==> src/rtl/or1200_if_buf.sv <==
// ----------------------------------------------------------------------------
// or1200_if_buf
//
// Instruction-fetch stage with a DEPTH-entry instruction buffer placed between
// the IC CPU port and decode. Responses that arrive while the pipeline is
// frozen are queued (insn, pc, error flags) and drained in order, one per
// unfrozen cycle. A response arriving to an empty, unfrozen buffer goes
// straight to decode in the same cycle.
//
// Ports
//   clk, rst          clock, asynchronous active-high reset
//   icpu_dat_i        instruction word from the IC
//   icpu_ack_i        response valid, no error
//   icpu_err_i        response valid, with error (tag in icpu_tag_i)
//   icpu_adr_i        response address; bit 0 marks a discarded fetch
//   icpu_tag_i        error tag (d = TLB miss, c = page fault, b = bus error)
//   if_freeze         head is held, not consumed
//   if_flushpipe      empties the buffer at the next edge
//   no_more_dslot     forces NOP and masks exceptions
//   rfe               forces NOP
//   if_insn, if_pc    instruction/address presented to decode
//   if_stall          nothing to present
//   genpc_refetch     a response was dropped on a full buffer
//   if_full, if_count occupancy status
//   except_*          exception flags for the presented instruction
// ----------------------------------------------------------------------------
module or1200_if_buf #(
    parameter int DEPTH = 4,
    parameter int AW    = 2
) (
    input  logic          clk,
    input  logic          rst,
    input  logic [31:0]   icpu_dat_i,
    input  logic          icpu_ack_i,
    input  logic          icpu_err_i,
    input  logic [31:0]   icpu_adr_i,
    input  logic [3:0]    icpu_tag_i,
    input  logic          if_freeze,
    input  logic          if_flushpipe,
    input  logic          no_more_dslot,
    input  logic          rfe,
    output logic [31:0]   if_insn,
    output logic [31:0]   if_pc,
    output logic          if_stall,
    output logic          genpc_refetch,
    output logic          if_full,
    output logic [AW:0]   if_count,
    output logic          except_itlbmiss,
    output logic          except_immufault,
    output logic          except_ibuserr
);

    localparam logic [31:0] NOP_INSN  = 32'h1441_0000;
    localparam logic [31:0] IDLE_INSN = 32'h1461_0000;
    localparam logic [3:0]  TAG_TE    = 4'hd;
    localparam logic [3:0]  TAG_PE    = 4'hc;
    localparam logic [3:0]  TAG_BE    = 4'hb;
    localparam logic [AW:0]   CNT_DEPTH = DEPTH[AW:0];
    localparam logic [AW:0]   CNT_ONE   = 1;
    localparam logic [AW-1:0] PTR_ONE   = 1;

    typedef struct packed {
        logic [31:0] insn;
        logic [29:0] pc;
        logic [2:0]  err;   // {BE, PE, TE}
    } entry_t;

    entry_t          mem [DEPTH];
    logic [AW-1:0]   head;
    logic [AW-1:0]   tail;
    logic [AW:0]     count;
    logic            bypass_reg;

    logic            in_v, empty, full, out_v;
    logic            pop, pop_buf, push, do_push;
    logic            bypass;
    logic [2:0]      in_err;
    entry_t          in_entry;
    entry_t          head_e;

    // Bit 1 of the response address carries no information for a
    // word-aligned instruction stream.
    logic            unused_adr_bit;
    assign unused_adr_bit = icpu_adr_i[1];

    assign in_v    = icpu_ack_i | icpu_err_i;
    assign empty   = (count == '0);
    assign full    = (count == CNT_DEPTH);
    assign out_v   = !empty | in_v;
    assign pop     = out_v & !if_freeze & !if_flushpipe;
    // With an empty buffer the pop is served by the bypass path, not memory.
    assign pop_buf = pop & !empty;
    assign push    = in_v & !if_flushpipe & !(empty & !if_freeze);
    // A full buffer still accepts when the head leaves in the same cycle.
    assign do_push = push & (!full | pop_buf);

    assign in_err = {3{icpu_err_i}} & {icpu_tag_i == TAG_BE,
                                       icpu_tag_i == TAG_PE,
                                       icpu_tag_i == TAG_TE};

    assign in_entry.insn = icpu_err_i ? NOP_INSN : icpu_dat_i;
    assign in_entry.pc   = icpu_adr_i[31:2];
    assign in_entry.err  = in_err;

    assign head_e = mem[head];

    // After a flush every response is squashed to NOP until the fetch unit
    // signals (adr bit 0) that the discarded stream has ended.
    assign bypass = icpu_adr_i[0] ? 1'b0 : (bypass_reg | if_flushpipe);

    // Pointer / occupancy state
    always_ff @(posedge clk or posedge rst) begin
        if (rst) begin
            head       <= '0;
            tail       <= '0;
            count      <= '0;
            bypass_reg <= 1'b0;
        end else begin
            bypass_reg <= bypass;
            if (if_flushpipe) begin
                head  <= '0;
                tail  <= '0;
                count <= '0;
            end else begin
                if (pop_buf) head <= head + PTR_ONE;
                if (do_push) tail <= tail + PTR_ONE;
                case ({do_push, pop_buf})
                    2'b10:   count <= count + CNT_ONE;
                    2'b01:   count <= count - CNT_ONE;
                    default: count <= count;
                endcase
            end
        end
    end

    // Entry storage; contents are only meaningful below count, so no reset.
    always_ff @(posedge clk) begin
        if (do_push && !if_flushpipe) mem[tail] <= in_entry;
    end

    always_comb begin
        if_insn = IDLE_INSN;
        if (no_more_dslot | rfe | bypass) if_insn = NOP_INSN;
        else if (!empty)                  if_insn = head_e.insn;
        else if (icpu_ack_i)              if_insn = icpu_dat_i;
    end

    always_comb begin
        {except_ibuserr, except_immufault, except_itlbmiss} = 3'b000;
        if (!no_more_dslot) begin
            if (!empty)
                {except_ibuserr, except_immufault, except_itlbmiss} = head_e.err;
            else
                {except_ibuserr, except_immufault, except_itlbmiss} = in_err;
        end
    end

    assign if_pc         = !empty ? {head_e.pc, 2'b00} : {icpu_adr_i[31:2], 2'b00};
    assign if_stall      = !out_v;
    assign genpc_refetch = push & full & !pop_buf;
    assign if_full       = full;
    assign if_count      = count;

endmodule

==> config.mk <==
export PLATFORM = sky130hd
export DESIGN_NAME = or1200_if_buf
export DESIGN_NICKNAME = d
export VERILOG_FILES = /design/src/rtl/or1200_if_buf.sv
export SDC_FILE = /design/constraint.sdc
export NUM_CORES = 1
export LEC_CHECK = 0
export CAP_MARGIN = 0
export CORE_MARGIN = 5
export CORE_UTILIZATION = 40
export DETAILED_ROUTE_END_ITERATION = 12
export HOLD_SLACK_MARGIN = 0.06
export PLACE_DENSITY = 0.57
export SLEW_MARGIN = 40
export SYNTH_ARGS = -nofsm -noshare
export SYNTH_HDL_FRONTEND = slang
export SYNTH_SLANG_ARGS = --single-unit
==> constraint.sdc <==
create_clock -name clk -period 5.2 [get_ports clk]
set_input_delay 1.04 -clock clk [delete_from_list [all_inputs] [get_ports clk]]
set_output_delay 1.04 -clock clk [all_outputs]
set_load 0.005 [all_outputs]
# Word level (Yosys, flattened, before mapping)
# Memories as Yosys holds them, arrays and structs flattened.
# Cells that the tools add are included.
# op_classes
n_addsub	4
n_eq_ne	6
muxes	20
bitwise_logic	16
reduce_logical	12
# op_table
op	count
32-bit two-way mux	5
4-bit == test, second input constant	3
1-bit bitwise AND	9
1-bit two-way mux	9
2-bit two-way mux	4
1-bit logical NOT	7
1-bit OR	6
3-bit one-hot mux with 2 select lines	1
2-bit by 1-bit adder with 2-bit output, second input constant	2
2-bit nonzero test	2
3-bit by 1-bit adder with 3-bit output, second input constant	1
3-bit bitwise AND	1
3-bit == test, second input constant	1
3-bit logical NOT	1
3-bit two-way mux	1
3-bit nonzero test	1
3-bit by 1-bit subtractor with 3-bit output, second input constant	1
2-bit by 1-bit == test with 1-bit output, second input constant	1
2-bit == test, second input constant	1
1-bit logical AND	1
# totals
ff_bits	8
mem_bits_rw	260
input_bits	76
elab_cells	63
memories	1
# memory_table
name	words	word_bits	read_ports	rd_clocked_by_memory_dff	wr	line_no	source
mem	4	65	1	0	1	68	entry_t mem [DEPTH];

# Logic depth before layout (Yosys ltp)
# depth
word_depth	11
depth_mapped	8

# Worst setup path after synthesis
# OpenSTA, ideal clock, no wires.
# synth_path
kind	input port to flip-flop
start	in icpu_err_i
end	mem mem[0][0] (netlist name), enable pin
arrival_ps	3260
required_time_ps	4770
path_slack_ps	1510
cell_stages	4
cell_sequence	clkbuf_1 > nor2_1 > a211oi_1 > and2_1
# synth_via
elab_chain_len	10
elab_cells_between_ends	12
cone_classes	mux (2); bitwise (9); reduce/logical (1)
# synth_lines
element	line_no	source
start: declaration	35	input logic icpu_err_i,
1-bit OR (*)	86	assign in_v = icpu_ack_i | icpu_err_i;
1-bit OR	89	assign out_v = !empty | in_v;
1-bit bitwise AND (2 in a row)	90	assign pop = out_v & !if_freeze & !if_flushpipe;
1-bit bitwise AND	92	assign pop_buf = pop & !empty;
1-bit OR	95	assign do_push = push & (!full | pop_buf);
1-bit bitwise AND (*)	95	
1-bit logical AND (*)	138	if (do_push && !if_flushpipe) mem[tail] <= in_entry;
1-bit two-way mux (*)	138	
1-bit two-way mux (not written as such) (*)	138	
end: declaration	68	
# Every way passes the cells marked *; elsewhere a longest branch is shown, timed or not.

# Worst setup path after layout
# layout_path
start	in if_flushpipe
end	out if_insn[28]
# layout_via
elab_chain_len	4
# layout_lines
element	line_no	source
start: declaration	39	input logic if_flushpipe,
1-bit OR	109	assign bypass = icpu_adr_i[0] ? 1'b0 : (bypass_reg | if_flushpipe);
1-bit two-way mux	109	
net bypass	76	logic bypass;
1-bit OR	143	if (no_more_dslot | rfe | bypass) if_insn = NOP_INSN;
32-bit two-way mux	143	
end: declaration	42	output logic [31:0] if_insn,
# The timed path passes the listed nets, and every way through them passes these cells.

==> flow_metrics.py <==
metrics = {
    "routing": {
        "drc": 0,
        "wirelength_um": 24900,
        "firstDrtPassIters": 5,
        "vias": 6339,
        "ant_nets": 0,
        "drtIter0Drc": 372,
        "viasPerCell": 5.22,
        "drt-wirelength-per-cell_um": 20.5,
    },
    "floorplanning": {
        "io_pins": 149,
        "initial_core_util_pct": 40.4,
        "dieArea_um2": 31400,
        "core-area_um2": 27700,
        "num_rows": 61,
        "dieHeight_um": 177,
        "die_w_um": 177,
    },
    "final_layout": {
        "largest_reg_flops": 260,
        "utilization_pct": 50.7,
        "multi_input_area_um2": 2900,
        "drive_above_1_share_pct": 17.1,
        "final_common_cell": "edfxtp_1",
        "fillers": 2322,
        "registers.top_by_ff_count": "mem",
        "layout_common_cells": "260 x edfxtp_1, 143 x clkdlybuf4s50_1, 119 x nand2_1, 65 x mux4_2, 35 x a21oi_1",
        "fin_nets": 894,
        "area_growth_pct": 25.6,
        "final-seq-area_um2": 8020,
        "n_antenna_cell": 0,
    },
    "clock_network": {
        "ctsLongestPathBuffers": 3,
        "htreeDepth": 1,
        "cts_buffers": 29,
        "clock-sinks": 268,
        "clk_latency_ps": 530,
        "ctsResizeCount": 0,
        "cts_root_buffer": "clkbuf_16",
        "clk_pin_slew_ps": 60,
        "cts_setup_buffers": 0,
        "holdBufCountCts": 0,
        "cts_tree": "built",
    },
    "yosys": {
        "synth-warning-count": 0,
        "synth-simple-area-share_pct": 8.60,
        "synth-edff-count": 260,
        "synth_ff_type": "edfxtp_1",
        "synthMuxAreaShare_pct": 13.4,
        "synth_xor_area_share_pct": 0.0783,
        "synth_seq_cells": 268,
        "async_flop_share_pct": 2.99,
        "synth_area_um2": 11200,
        "postSynthCellCount": 662,
        "postSynthAreaPerCell_um2": 16.9,
        "synthAdderAreaFrac_pct": 0.627,
        "seq_area_frac_synth_pct": 71.6,
        "ys_types": 43,
        "synth_top_family_by_area": "multiplexers",
        "synth_compound_area_share_pct": 3.01,
    },
    "critical_path": {
        "start_kind": "primary input",
        "criticalPathCategory": "in2out",
        "cp_max_fo": 22,
        "crit_required_ps": 4160,
        "critPathSlowestCell": "or3_2",
        "cp-end-kind": "output pin",
        "cp_cell_sequence": "clkdlybuf4s50_1 > o21ba_1 > or3_2 > buf_4 > a211o_1 > clkdlybuf4s50_1",
        "rrSetupSlack_ps": 2890,
        "path_buf_inv": 3,
        "cp.arrival_ps": 3390,
        "cpMostUsedCell": "clkdlybuf4s50_1",
        "rr_startpoint": "if_count[1]",
        "slowest_delay_ps": 710,
        "path_depth": 6,
        "crit_family": "buffers and inverters",
        "reg2reg_to": "if_count[2]",
        "reg2regPathDepth": 6,
    },
    "sta": {
        "fin_crit_sh_pct": 85.2,
        "rsz0062_at_grt": "no",
        "max_freq_mhz": 226,
        "hold_viol_final": 0,
        "worst_pin_slew_ps": 763,
        "final_max_slew_viol_count": 0,
        "maxSlewHeadroom_pct": 49.2,
        "setup_viol": 0,
        "fin_worst_skew_ps": 11.1,
        "setup_tns_ps": 0,
        "period_minus_slack_ps": 4430,
    },
    "grt": {
        "grt_use_met2_pct": 27.3,
        "grt_pass1_vias": 6763,
        "use_met1_pct": 20.2,
        "grt_max_degree": 43,
        "antenna_found_initial": 3,
        "top_usage_layer": "met2",
        "grt_use_total_pct": 15.8,
        "grt_pass1_wl_um": 38600,
        "overflow": 0,
        "grtUsageMet3_pct": 3.93,
    },
    "placed_design": {
        "io_buffer_count": 145,
        "gp_congestion": 0.714,
        "hpwlAfterDp_um": 15300,
    },
    "min_path": {
        "min_path_type": "reg2reg",
        "worstHoldEndpoint": "bypass_reg",
        "hp-start": "bypass_reg",
        "hold_depth": 1,
    },
    "pwr": {
        "powerDensity_nw_per_um2": 367,
        "max-vdd-ir-drop_v": 0.000267,
        "p_leak_nw": 4.61,
    },
    "flow_run": {
        "cap_viol_max_count": 0,
    },
    "outcome": {
        "status": "finished clean",
    },
}
-- worst max path at each step --
stage | slack, ps | from | endpoint
after floorplan | 1510 | icpu_err_i | mem[0][0]
after global placement | 650 | icpu_adr_i[0] | if_insn[28]
after detailed placement | 740 | if_flushpipe | if_insn[12]
after CTS | 740 | if_flushpipe | if_insn[12]
after global routing | 680 | if_flushpipe | if_insn[28]
final | 770 | if_flushpipe | if_insn[28]
-- synthesized netlist by cell type (4+ instances only) --
cell type    n  area [µm²]
edfxtp_1   260        7810
nand2_1    119         447
mux4_2      65        1460
a21oi_1     35         175
nor2b_1     28         175
nand3_1     27         135
clkbuf_1    15        56.3
buf_2       12        60.1
inv_1       10        37.5
nor2_1      10        37.5
dfrtp_1      8         200
buf_1        7        26.3
buf_6        7        78.8
and2_1       5        31.3
buf_4        5        37.5
a211o_1      4        35.0
ha_1         4        50.1
or2_2        4        25.0
or3_1        4        25.0
-- per-stage QoR --
step / hold WS (ps) / instance area [µm²] / cells / setup slack [ps] / total power [W]
after detailed placement: 607 / 13200 / 1160 / 745 / 0.00331
after global routing: 645 / 14000 / 1214 / 675 / 0.00537
after CTS: 620 / 14000 / 1214 / 743 / 0.00523
after global placement: 570 / 12900 / 1149 / 645 / 0.00327
after floorplan: 464 / 11200 / 663 / 1510 / 0.00295
final: 611 / 14000 / 1214 / 771 / 0.00515
-- kinds of logic after synthesis --
logic type	after synthesis
muxes	68
other	1
DFF	268
and+or+nand+nor	209
adders and majority gates	5
buffers and inverters	56
xor gates and xnor gates	1
AOI/OAI and AO/OA	54
-- where the power goes --
part / switching (W) / internal (W)
combinational: 0.000369 / 0.000365
sequential: 0.0000382 / 0.00247
clock: 0.000782 / 0.00112
total: 0.00119 / 0.00396
-- cell type report --
class                      instances  share of cell area, %
sequential                       268                   57.1
multi-input combinational        339                   20.7
timing repair buffer             165                   12.3
clock buffer                      36                   5.35
tap                              378                   3.37
clock inverter                    18                  0.989
inverter                          10                  0.267
-- layer usage --
layer / wire length [µm] / up-vias
met2: 12400 / 198
met5: 37 / -
met4: 524 / 6
met1: 10200 / 3238
met3: 1670 / 49
li1: - / 2848
Power figures use the tool's default switching activity.
